<file path="src/rtl/mem_port_scheduler_pkg.sv">
// Shared definitions for the memory port scheduler: state and owner encodings,
// default timing parameters and the word-alignment helper.
package mem_port_scheduler_pkg;

    localparam int MEM_LATENCY = 2;
    localparam int DEF_TIMEOUT = 15;

    typedef enum logic [2:0] {
        ST_IDLE    = 3'd0,
        ST_RD_WAIT = 3'd1,
        ST_RMW_RD  = 3'd2,
        ST_RMW_WR  = 3'd3,
        ST_DONE    = 3'd4
    } state_e;

    typedef enum logic {
        OWN_IF = 1'b0,
        OWN_D  = 1'b1
    } owner_e;

    function automatic logic [31:0] word_align(input logic [31:0] addr);
        return addr & ~32'h0000_0003;
    endfunction

endpackage

</file>
<file path="src/rtl/mem_port_scheduler_byte_lane_merge.sv">
// Replaces one byte lane of a 32-bit word; used to build the write word of a
// read-modify-write byte store.
module mem_port_scheduler_byte_lane_merge (
    input  logic [31:0] word_i,
    input  logic [7:0]  byte_i,
    input  logic [1:0]  lane_i,
    output logic [31:0] merged_o
);

    always_comb begin
        merged_o = word_i;
        case (lane_i)
            2'd0: merged_o[7:0]   = byte_i;
            2'd1: merged_o[15:8]  = byte_i;
            2'd2: merged_o[23:16] = byte_i;
            2'd3: merged_o[31:24] = byte_i;
            default: merged_o = word_i;
        endcase
    end

endmodule

</file>
<file path="src/rtl/mem_port_scheduler.sv">
// Shares one single-ported word memory between fetch and data requesters;
// data has fixed priority and byte stores run as read-modify-write.
//
//  state      | meaning
//  -----------+-----------------------------------------------------------
//  ST_IDLE    | arbitrate; grant drives mem_* combinationally this cycle
//  ST_RD_WAIT | load/fetch issued, waiting for mem_rvalid (timeout armed)
//  ST_RMW_RD  | byte-store read issued, waiting for old word (timeout armed)
//  ST_RMW_WR  | write merged word back
//  ST_DONE    | one-cycle ack to the recorded owner
module mem_port_scheduler
    import mem_port_scheduler_pkg::*;
#(
    parameter int TIMEOUT = DEF_TIMEOUT
) (
    input  logic        clock_i,
    input  logic        reset_n_i,
    input  logic        if_req_i,
    input  logic [31:0] if_addr_i,
    output logic        if_ack_o,
    output logic [31:0] if_rdata_o,
    input  logic        d_req_i,
    input  logic        d_we_i,
    input  logic        d_is_byte_i,
    input  logic [31:0] d_addr_i,
    input  logic [31:0] d_wdata_i,
    output logic        d_ack_o,
    output logic [31:0] d_rdata_o,
    output logic        mem_req_o,
    output logic        mem_we_o,
    output logic [31:0] mem_addr_o,
    output logic [31:0] mem_wdata_o,
    input  logic [31:0] mem_rdata_i,
    input  logic        mem_rvalid_i,
    output logic        err_o
);

    localparam int CNT_W = $clog2(TIMEOUT + 1);

    state_e           state_q, state_d;
    owner_e           owner_q, owner_d;
    logic [31:0]      if_rdata_q, if_rdata_d;
    logic [31:0]      d_rdata_q, d_rdata_d;
    logic [31:0]      merge_q, merge_d;
    logic [CNT_W-1:0] cnt_q, cnt_d;
    logic             err_q, err_d;
    logic [31:0]      merged;

    // Lane and store byte come straight from the data port, which is held until ack.
    mem_port_scheduler_byte_lane_merge u_merge (
        .word_i   (mem_rdata_i),
        .byte_i   (d_wdata_i[7:0]),
        .lane_i   (d_addr_i[1:0]),
        .merged_o (merged)
    );

    always_ff @(posedge clock_i or negedge reset_n_i) begin
        if (!reset_n_i) begin
            state_q    <= ST_IDLE;
            owner_q    <= OWN_IF;
            if_rdata_q <= '0;
            d_rdata_q  <= '0;
            merge_q    <= '0;
            cnt_q      <= '0;
            err_q      <= 1'b0;
        end else begin
            state_q    <= state_d;
            owner_q    <= owner_d;
            if_rdata_q <= if_rdata_d;
            d_rdata_q  <= d_rdata_d;
            merge_q    <= merge_d;
            cnt_q      <= cnt_d;
            err_q      <= err_d;
        end
    end

    always_comb begin
        state_d     = state_q;
        owner_d     = owner_q;
        if_rdata_d  = if_rdata_q;
        d_rdata_d   = d_rdata_q;
        merge_d     = merge_q;
        cnt_d       = cnt_q;
        err_d       = err_q;
        mem_req_o   = 1'b0;
        mem_we_o    = 1'b0;
        mem_addr_o  = '0;
        mem_wdata_o = '0;
        if_ack_o    = 1'b0;
        d_ack_o     = 1'b0;

        case (state_q)
            ST_IDLE: begin
                if (mem_rvalid_i) begin
                    err_d = 1'b1;
                end
                if (d_req_i) begin
                    owner_d    = OWN_D;
                    mem_req_o  = 1'b1;
                    mem_addr_o = word_align(d_addr_i);
                    cnt_d      = '0;
                    if (d_we_i && !d_is_byte_i) begin
                        mem_we_o    = 1'b1;
                        mem_wdata_o = d_wdata_i;
                        state_d     = ST_DONE;
                    end else if (d_we_i) begin
                        state_d = ST_RMW_RD;
                    end else begin
                        state_d = ST_RD_WAIT;
                    end
                end else if (if_req_i) begin
                    owner_d    = OWN_IF;
                    mem_req_o  = 1'b1;
                    mem_addr_o = word_align(if_addr_i);
                    cnt_d      = '0;
                    state_d    = ST_RD_WAIT;
                end
            end

            ST_RD_WAIT, ST_RMW_RD: begin
                if (mem_rvalid_i) begin
                    if (state_q == ST_RMW_RD) begin
                        merge_d = merged;
                        state_d = ST_RMW_WR;
                    end else begin
                        if (owner_q == OWN_IF) begin
                            if_rdata_d = mem_rdata_i;
                        end else begin
                            d_rdata_d = mem_rdata_i;
                        end
                        state_d = ST_DONE;
                    end
                end else begin
                    // A timed-out operation is abandoned without an ack.
                    cnt_d = cnt_q + 1'b1;
                    if (cnt_d == CNT_W'(TIMEOUT)) begin
                        err_d   = 1'b1;
                        state_d = ST_IDLE;
                    end
                end
            end

            ST_RMW_WR: begin
                if (mem_rvalid_i) begin
                    err_d = 1'b1;
                end
                mem_req_o   = 1'b1;
                mem_we_o    = 1'b1;
                mem_addr_o  = word_align(d_addr_i);
                mem_wdata_o = merge_q;
                state_d     = ST_DONE;
            end

            ST_DONE: begin
                if (mem_rvalid_i) begin
                    err_d = 1'b1;
                end
                if_ack_o = (owner_q == OWN_IF);
                d_ack_o  = (owner_q == OWN_D);
                state_d  = ST_IDLE;
            end

            default: begin
                state_d = ST_IDLE;
            end
        endcase
    end

    assign if_rdata_o = if_rdata_q;
    assign d_rdata_o  = d_rdata_q;
    assign err_o      = err_q;

endmodule
</file>
<file path="config.mk">
export PLATFORM = sky130hd
export DESIGN_NAME = mem_port_scheduler
export DESIGN_NICKNAME = d
export VERILOG_FILES = /design/src/rtl/mem_port_scheduler_pkg.sv /design/src/rtl/mem_port_scheduler_byte_lane_merge.sv /design/src/rtl/mem_port_scheduler.sv
export SDC_FILE = /design/constraint.sdc
export NUM_CORES = 1
export LEC_CHECK = 0
export ABC_CLOCK_PERIOD_IN_PS = 5500
export CORE_MARGIN = 2
export CORE_UTILIZATION = 44
export DETAILED_ROUTE_END_ITERATION = 8
export PLACE_DENSITY_LB_ADDON = 0.08
export SYNTH_ARGS = -nofsm -noshare
export SYNTH_HDL_FRONTEND = slang
export SYNTH_HIERARCHICAL = 1
export SYNTH_SLANG_ARGS = --single-unit
</file>
<file path="constraint.sdc">
create_clock -name clock_i -period 5.5 [get_ports clock_i]
set_input_delay 1.65 -clock clock_i [delete_from_list [all_inputs] [get_ports clock_i]]
set_output_delay 1.65 -clock clock_i [all_outputs]
set_load 0.005 [all_outputs]
</file>
After elaboration in Yosys (flattened, before gate mapping) --
Index checks and enable logic that the tools add are counted.
Operators by class: add/subtract/negate cells 1, equal/unequal tests 13, multiplexer cells 36, bitwise logic cells 2, reductions and logical operators 16
Operator list (number):
- 32-bit two-way mux | 4
- 32-bit one-hot mux with 2 select lines | 2
- 8-bit two-way mux | 4
- 3-bit two-way mux | 6
- 4-bit two-way mux | 3
- 4-bit AND reduction | 3
- 1-bit two-way mux | 11
- 3-bit one-hot mux with 3 select lines | 1
- 4-bit one-hot mux with 2 select lines | 1
- 3-bit by 2-bit equality test with 1-bit output, second input constant | 2
- 3-bit != test, second input constant | 2
- 1-bit one-hot mux with 2 select lines | 3
- 3-bit AND reduction | 2
- 2-bit nonzero test | 3
- 4-bit by 1-bit adder with 4-bit output, second input constant | 1
- 2-bit equality test, second input constant | 2
- 4-bit equality test, second input constant | 1
- 2-bit != test, second input constant | 2
- 2-bit AND reduction | 2
- 3-bit by 1-bit equality test with 1-bit output, second input constant | 1
- 3-bit equality test, second input constant | 1
- 3-bit logical NOT | 1
- 3-bit OR reduction | 1
- 2-bit by 1-bit equality test with 1-bit output, second input constant | 1
- 7 further kinds | 8
Storage, ports and cells: flip-flop bits (word level) 105, bits of input ports 135, output and inout port bits 133, word-level logic and storage cells 75

Logic depth before layout (Yosys ltp) --
Gate-level depths: netlist of the first run.
depth after elaboration 5, depth in mapped cells 6

Modules after synthesis --
The synthesis of the first run kept the hierarchy.
By module, submodules not included:
- mem_port_scheduler | times used 1, cells an instance 360, area each 4927.2 µm², seq. area each 2627.5 µm²
- mem_port_scheduler_byte_lane_merge | times used 1, cells an instance 38, area each 440.4 µm², seq. area each 0.0 µm²

Least setup slack after synthesis of the first run --
OpenSTA, ideal clock, no wires.
path kind input to output, start in d_is_byte_i, end out mem_wdata_o[10], data arrival time 2377 ps, slack 1473 ps, stages 3, buffers on the path 1, path through nor4_4 buf_6 a22o_1
Between the ends: cells in the longest elaborated chain, start to end 5
RTL lines:
- start, declared | RTL line mem_port_scheduler.sv:24 | input logic d_is_byte_i,
- 1-bit logical NOT | RTL line mem_port_scheduler.sv:102 | if (d_we_i && !d_is_byte_i) begin
- 1-bit logical AND | RTL line mem_port_scheduler.sv:102
- 32-bit two-way mux | RTL line mem_port_scheduler.sv:102
- 32-bit two-way mux | RTL line mem_port_scheduler.sv:97 | if (d_req_i) begin
- 32-bit one-hot mux with 2 select lines | RTL line mem_port_scheduler.sv:92 | case (state_q)
- end, declared | RTL line mem_port_scheduler.sv:32 | output logic [31:0] mem_wdata_o,
Every way passes these cells.

Worst setup path in the final report of the first run --
start in d_req_i, end out mem_wdata_o[6]
Between the ends: cells in the longest elaborated chain, start to end 2
RTL lines:
- start, declared | RTL line mem_port_scheduler.sv:22 | input logic d_req_i,
- 32-bit two-way mux | RTL line mem_port_scheduler.sv:97
- 32-bit one-hot mux with 2 select lines | RTL line mem_port_scheduler.sv:92
Every way passes these cells.

==> reports/results.txt, run 1 <==
The number of I/O port buffers works out to 263. Summing every instance area after synthesis gives 5370 µm². Using the TritonRoute via totals, the vias-per-cell ratio works out to 5.40. The share of layout cells above drive strength 1 works out to 0.219. The layout has 896 filler cells.

The run gives 0 as the remaining antenna violation count after routing. The count of unique library cells instantiated by Yosys is 49, and the number of resized instances in the post-cts repair step is 0. Detailed placement finished with a half-perimeter wire length of 12300 µm. Power density over the cells: 439 nW/µm². The synthesized design contains 105 register bits. Summed over all nets, the switching power comes to 1080 µW. Cell internal power was estimated by the tool at 2600 µW.

For the pin with the worst max-slew slack, the measured transition is 1.01 ns. The delay contributed by the slowest stage of the critical path was 0.58 ns; the number of hold buffers added after cts was 0. The final hold violation count is 0.

Leaving out fill and tap cells, the most frequent cell in the layout is clkdlybuf4s50_1. For the initial cell density of the core, the log shows 0.449. After synthesis, the cell types taking the most area are dfrtp_1 (49%), mux2_2 (20%), a22o_1 (10%), mux2_1 (5.5%), mux2_4 (2.2%). The total grt overflow came out at 0. The tools report the share of the core filled with cells in the final layout as 0.701.

In the layout the commonest cells are clkdlybuf4s50_1 (262), dfrtp_1 (105), mux2_2 (94). The die is 114 µm wide. The setup path with the least slack is of type in -> out. The worst hold path belongs to the class reg -> reg. The first TritonRoute pass finished after 4 iterations. The share of synthesized flip-flops with an asynchronous set or reset was 1.00. The tools report the startpoint of the worst hold path as d_rdata_o[5]. The run gives 0.193 GHz as the highest clock frequency the design can meet. The congestion estimate from routability-driven global placement came to 0.770. The via count of the first global-routing pass is 4570. The tools report the total setup violations reported at the end of the flow as 0. The wire length of the first global-routing pass was 24700 µm; the number of cells in the finished layout apart from fillers was 806. The run finished with clean final reports. The final clock period utilization by the worst path is 0.944, and the worst slew margin relative to its limit is 0.325.

The sequential cell area fraction in the yosys report is 0.490. Across all setup checks in the final design, the least slack found is 0.309 ns. Number of antenna violations at the first check in global routing: 0.

In this run the static leakage power is 0.00347 µW. Number of nets in the layout: 791. The area of the die came out at 13100 µm². The share of the synthesized area in the top cell type is 0.490.

For flop-to-flop paths, the worst setup slack is 3.39 ns. The post-synthesis cell type with the largest combined area was dfrtp_1. STA puts the critical path data required time at 3.85 ns. The run gives 188 as the count of routing violations after the opening detailed-route iteration. The maximum level of the CTS H-tree is 3, and the overall die height is 114 µm. The tools report the total clock sinks as 105. The cell with the most instances on the worst path was clkdlybuf4s50_1. The signal on the critical path passes through clkdlybuf4s50_1, nand2_1, nor4_4, buf_12, a22o_1, clkdlybuf4s50_1. The region available for standard cell placement spans 12000 µm². The largest individual stage delay along the critical path comes from the cell clkdlybuf4s50_1. Setup repair after global routing left no endpoint under its margin.

The portion of total power attributed to combinational logic was 0.452. The kind of cell adding the most delay to the critical path is buffers and inverters. Once placement completed, the tool counted placed cells totaling 790. Among all flip-flop cells after synthesis, the most frequent one is dfrtp_1. Average size of a mapped cell: 13.5 µm².

The synthesized design contains 0 enable-type register cells. The total detailed-routing wirelength came out at 16300 µm. STA classifies the critical path endpoint as an output pin.

TritonCTS built the clock tree. Across the run, the number of max-cap violations was 0. Relative to the synthesized area, the layout overhead comes to 56.2%.

For the via count, the log shows 4352. In this run the critical register-to-register path is launched from state_q[2]. The tools report the post-CTS setup repair buffer count as 0.

The arrival time of the worst setup path came out at 3.54 ns. The total routing resource utilization after global routing is 0.248. The cell sitting at the root of the clock tree is a clkbuf_16. The buffers plus inverters on the worst setup path came out at 3.

For this run, the number of Yosys warnings is 6. Counting along the longest clock path gives a buffer depth of 2. The number of cells on the worst reg-to-reg path is 3. IR analysis of the VDD net gives a maximum drop of 0.261 mV. The share of total power in sequential cells was 0.374.

The I/O pin total is 268, and the clock network fraction of total power is 0.173. Across the routed clock network, the largest skew measured is 0.00593 ns. In the final routed layout, each cell accounts on average for 20.2 µm. The clock transition at the register clock pins on the worst setup and hold paths after CTS is 0.07 ns, and the clock network latency to the later pin of the worst-skew pair is 0.34 ns.

Summed over all failing endpoints, the final setup total negative slack is 0 ns. The logs give 0.329 ns for the worst slack at placement and 0 for the DRC violation count after routing. The number of antenna diodes in the final layout is 0.

Entering global routing, the biggest net connects 82 pins. The worst hold path terminates at d_rdata_o[5]. Capture point of the worst reg-to-reg path: d_rdata_o[4]. STA classifies the critical path startpoint as an input pin.

The clock period could shrink to 5.19 ns. The maximum fanout encountered on the critical timing path was 25; the standard-cell row count was 40. The TritonCTS buffer count is 9, and the number of stages on the worst hold path is 1.

The max-slew violation count came out at 0. Synthesized instance count: 398. The switching portion of total power works out to 0.293.
==> per-layer routing <==
metal	up-vias	wire, µm	GRT usage
met2	180	8290	0.433
met4	0	352	0.0821
met5	-	0	0
met3	24	1530	0.0805
li1	2003	-	-
met1	2145	6100	0.288
==> how the worst max path moves through the flow <==
stage,from,to,slack [ns],depth (start not counted)
floorplan,d_is_byte_i,mem_wdata_o[10],1.47,3
global placement,d_req_i,mem_wdata_o[6],0.34,6
detailed placement,d_req_i,mem_wdata_o[11],0.33,6
CTS,d_req_i,mem_wdata_o[11],0.32,6
global route,d_req_i,mem_wdata_o[6],0.20,6
finish,d_req_i,mem_wdata_o[6],0.31,6
==> cell families after synthesis <==
kind of cell | count (synthesis) | synth area share
adders and majority gates | 2 | 0.00466
buffers and inverters | 34 | 0.0427
and+or+nand+nor | 43 | 0.0541
muxes | 128 | 0.274
xor gates and xnor gates | 2 | 0.00326
DFF | 105 | 0.490
other | 1 | 0.000699
AOI/OAI and AO/OA | 83 | 0.131
==> stage by stage <==
stage	hold slack [ns]	power (µW)	area (µm²)
2_1_floorplan	0.459	2080	5370
3_3_place_gp	0.470	3010	8090
3_5_place_dp	0.479	3070	8090
4_1_cts	0.493	3710	8380
5_1_grt	0.500	3890	8380
6_report	0.491	3680	8380
==> power groups by stage <==
stage	registers (µW)	logic (µW)	clock network (µW)
2_1_floorplan	1350	738	0
3_3_place_gp	1370	1640	0
3_5_place_dp	1390	1680	0
4_1_cts	1380	1680	648
5_1_grt	1420	1790	682
6_report	1380	1660	638
==> registers in the layout, indices dropped and copies added, names as in the netlist <==
| register | count |
|---|---|
| cnt_q | 4 |
| if_rdata_o | 32 |
| state_q | 3 |
| owner_q | 1 |
| err_o | 1 |
| d_rdata_o | 32 |
| merge_q | 32 |
==> layout make-up <==
type	count	area, µm²	area share
repair buffers	275	2750	0.327
flip-flops and latches	105	2630	0.313
multi-input cells	260	2520	0.301
clock buffers	9	225	0.0269
well taps	147	184	0.0219
clock inverters	7	67.6	0.00806
inverters	3	11.3	0.00134
==> cells in the mapped netlist (2+ instances only) <==
| cell | count |
|---|---|
| o2bb2ai_1 | 2 |
| nor2_1 | 7 |
| or2_2 | 2 |
| a22o_1 | 63 |
| dfrtp_1 | 105 |
| buf_2 | 12 |
| o211ai_1 | 2 |
| o21ai_0 | 2 |
| a21o_1 | 2 |
| and3_1 | 2 |
| or2_1 | 2 |
| mux2_4 | 8 |
| a21oi_1 | 3 |
| nand2b_1 | 4 |
| mux2_2 | 94 |
| buf_6 | 8 |
| nor3_1 | 4 |
| buf_4 | 7 |
| nor4_4 | 2 |
| mux2_1 | 26 |
| ha_1 | 2 |
| nand2_1 | 8 |
| clkbuf_1 | 4 |
| inv_2 | 2 |
Note: power is estimated with default switching activity, not from simulation.
==> run 2: changes to the inputs <==
SKIP_LAST_GASP = 1   (was not set)
==> results of run 2 <==
No change in the layout: final DEF, timing and power equal those of run 1.
==> run 3: changes to the inputs <==
SLEW_MARGIN = 5   (was not set)
==> results of run 3 <==
No change in the layout: final DEF, timing and power equal those of run 1.
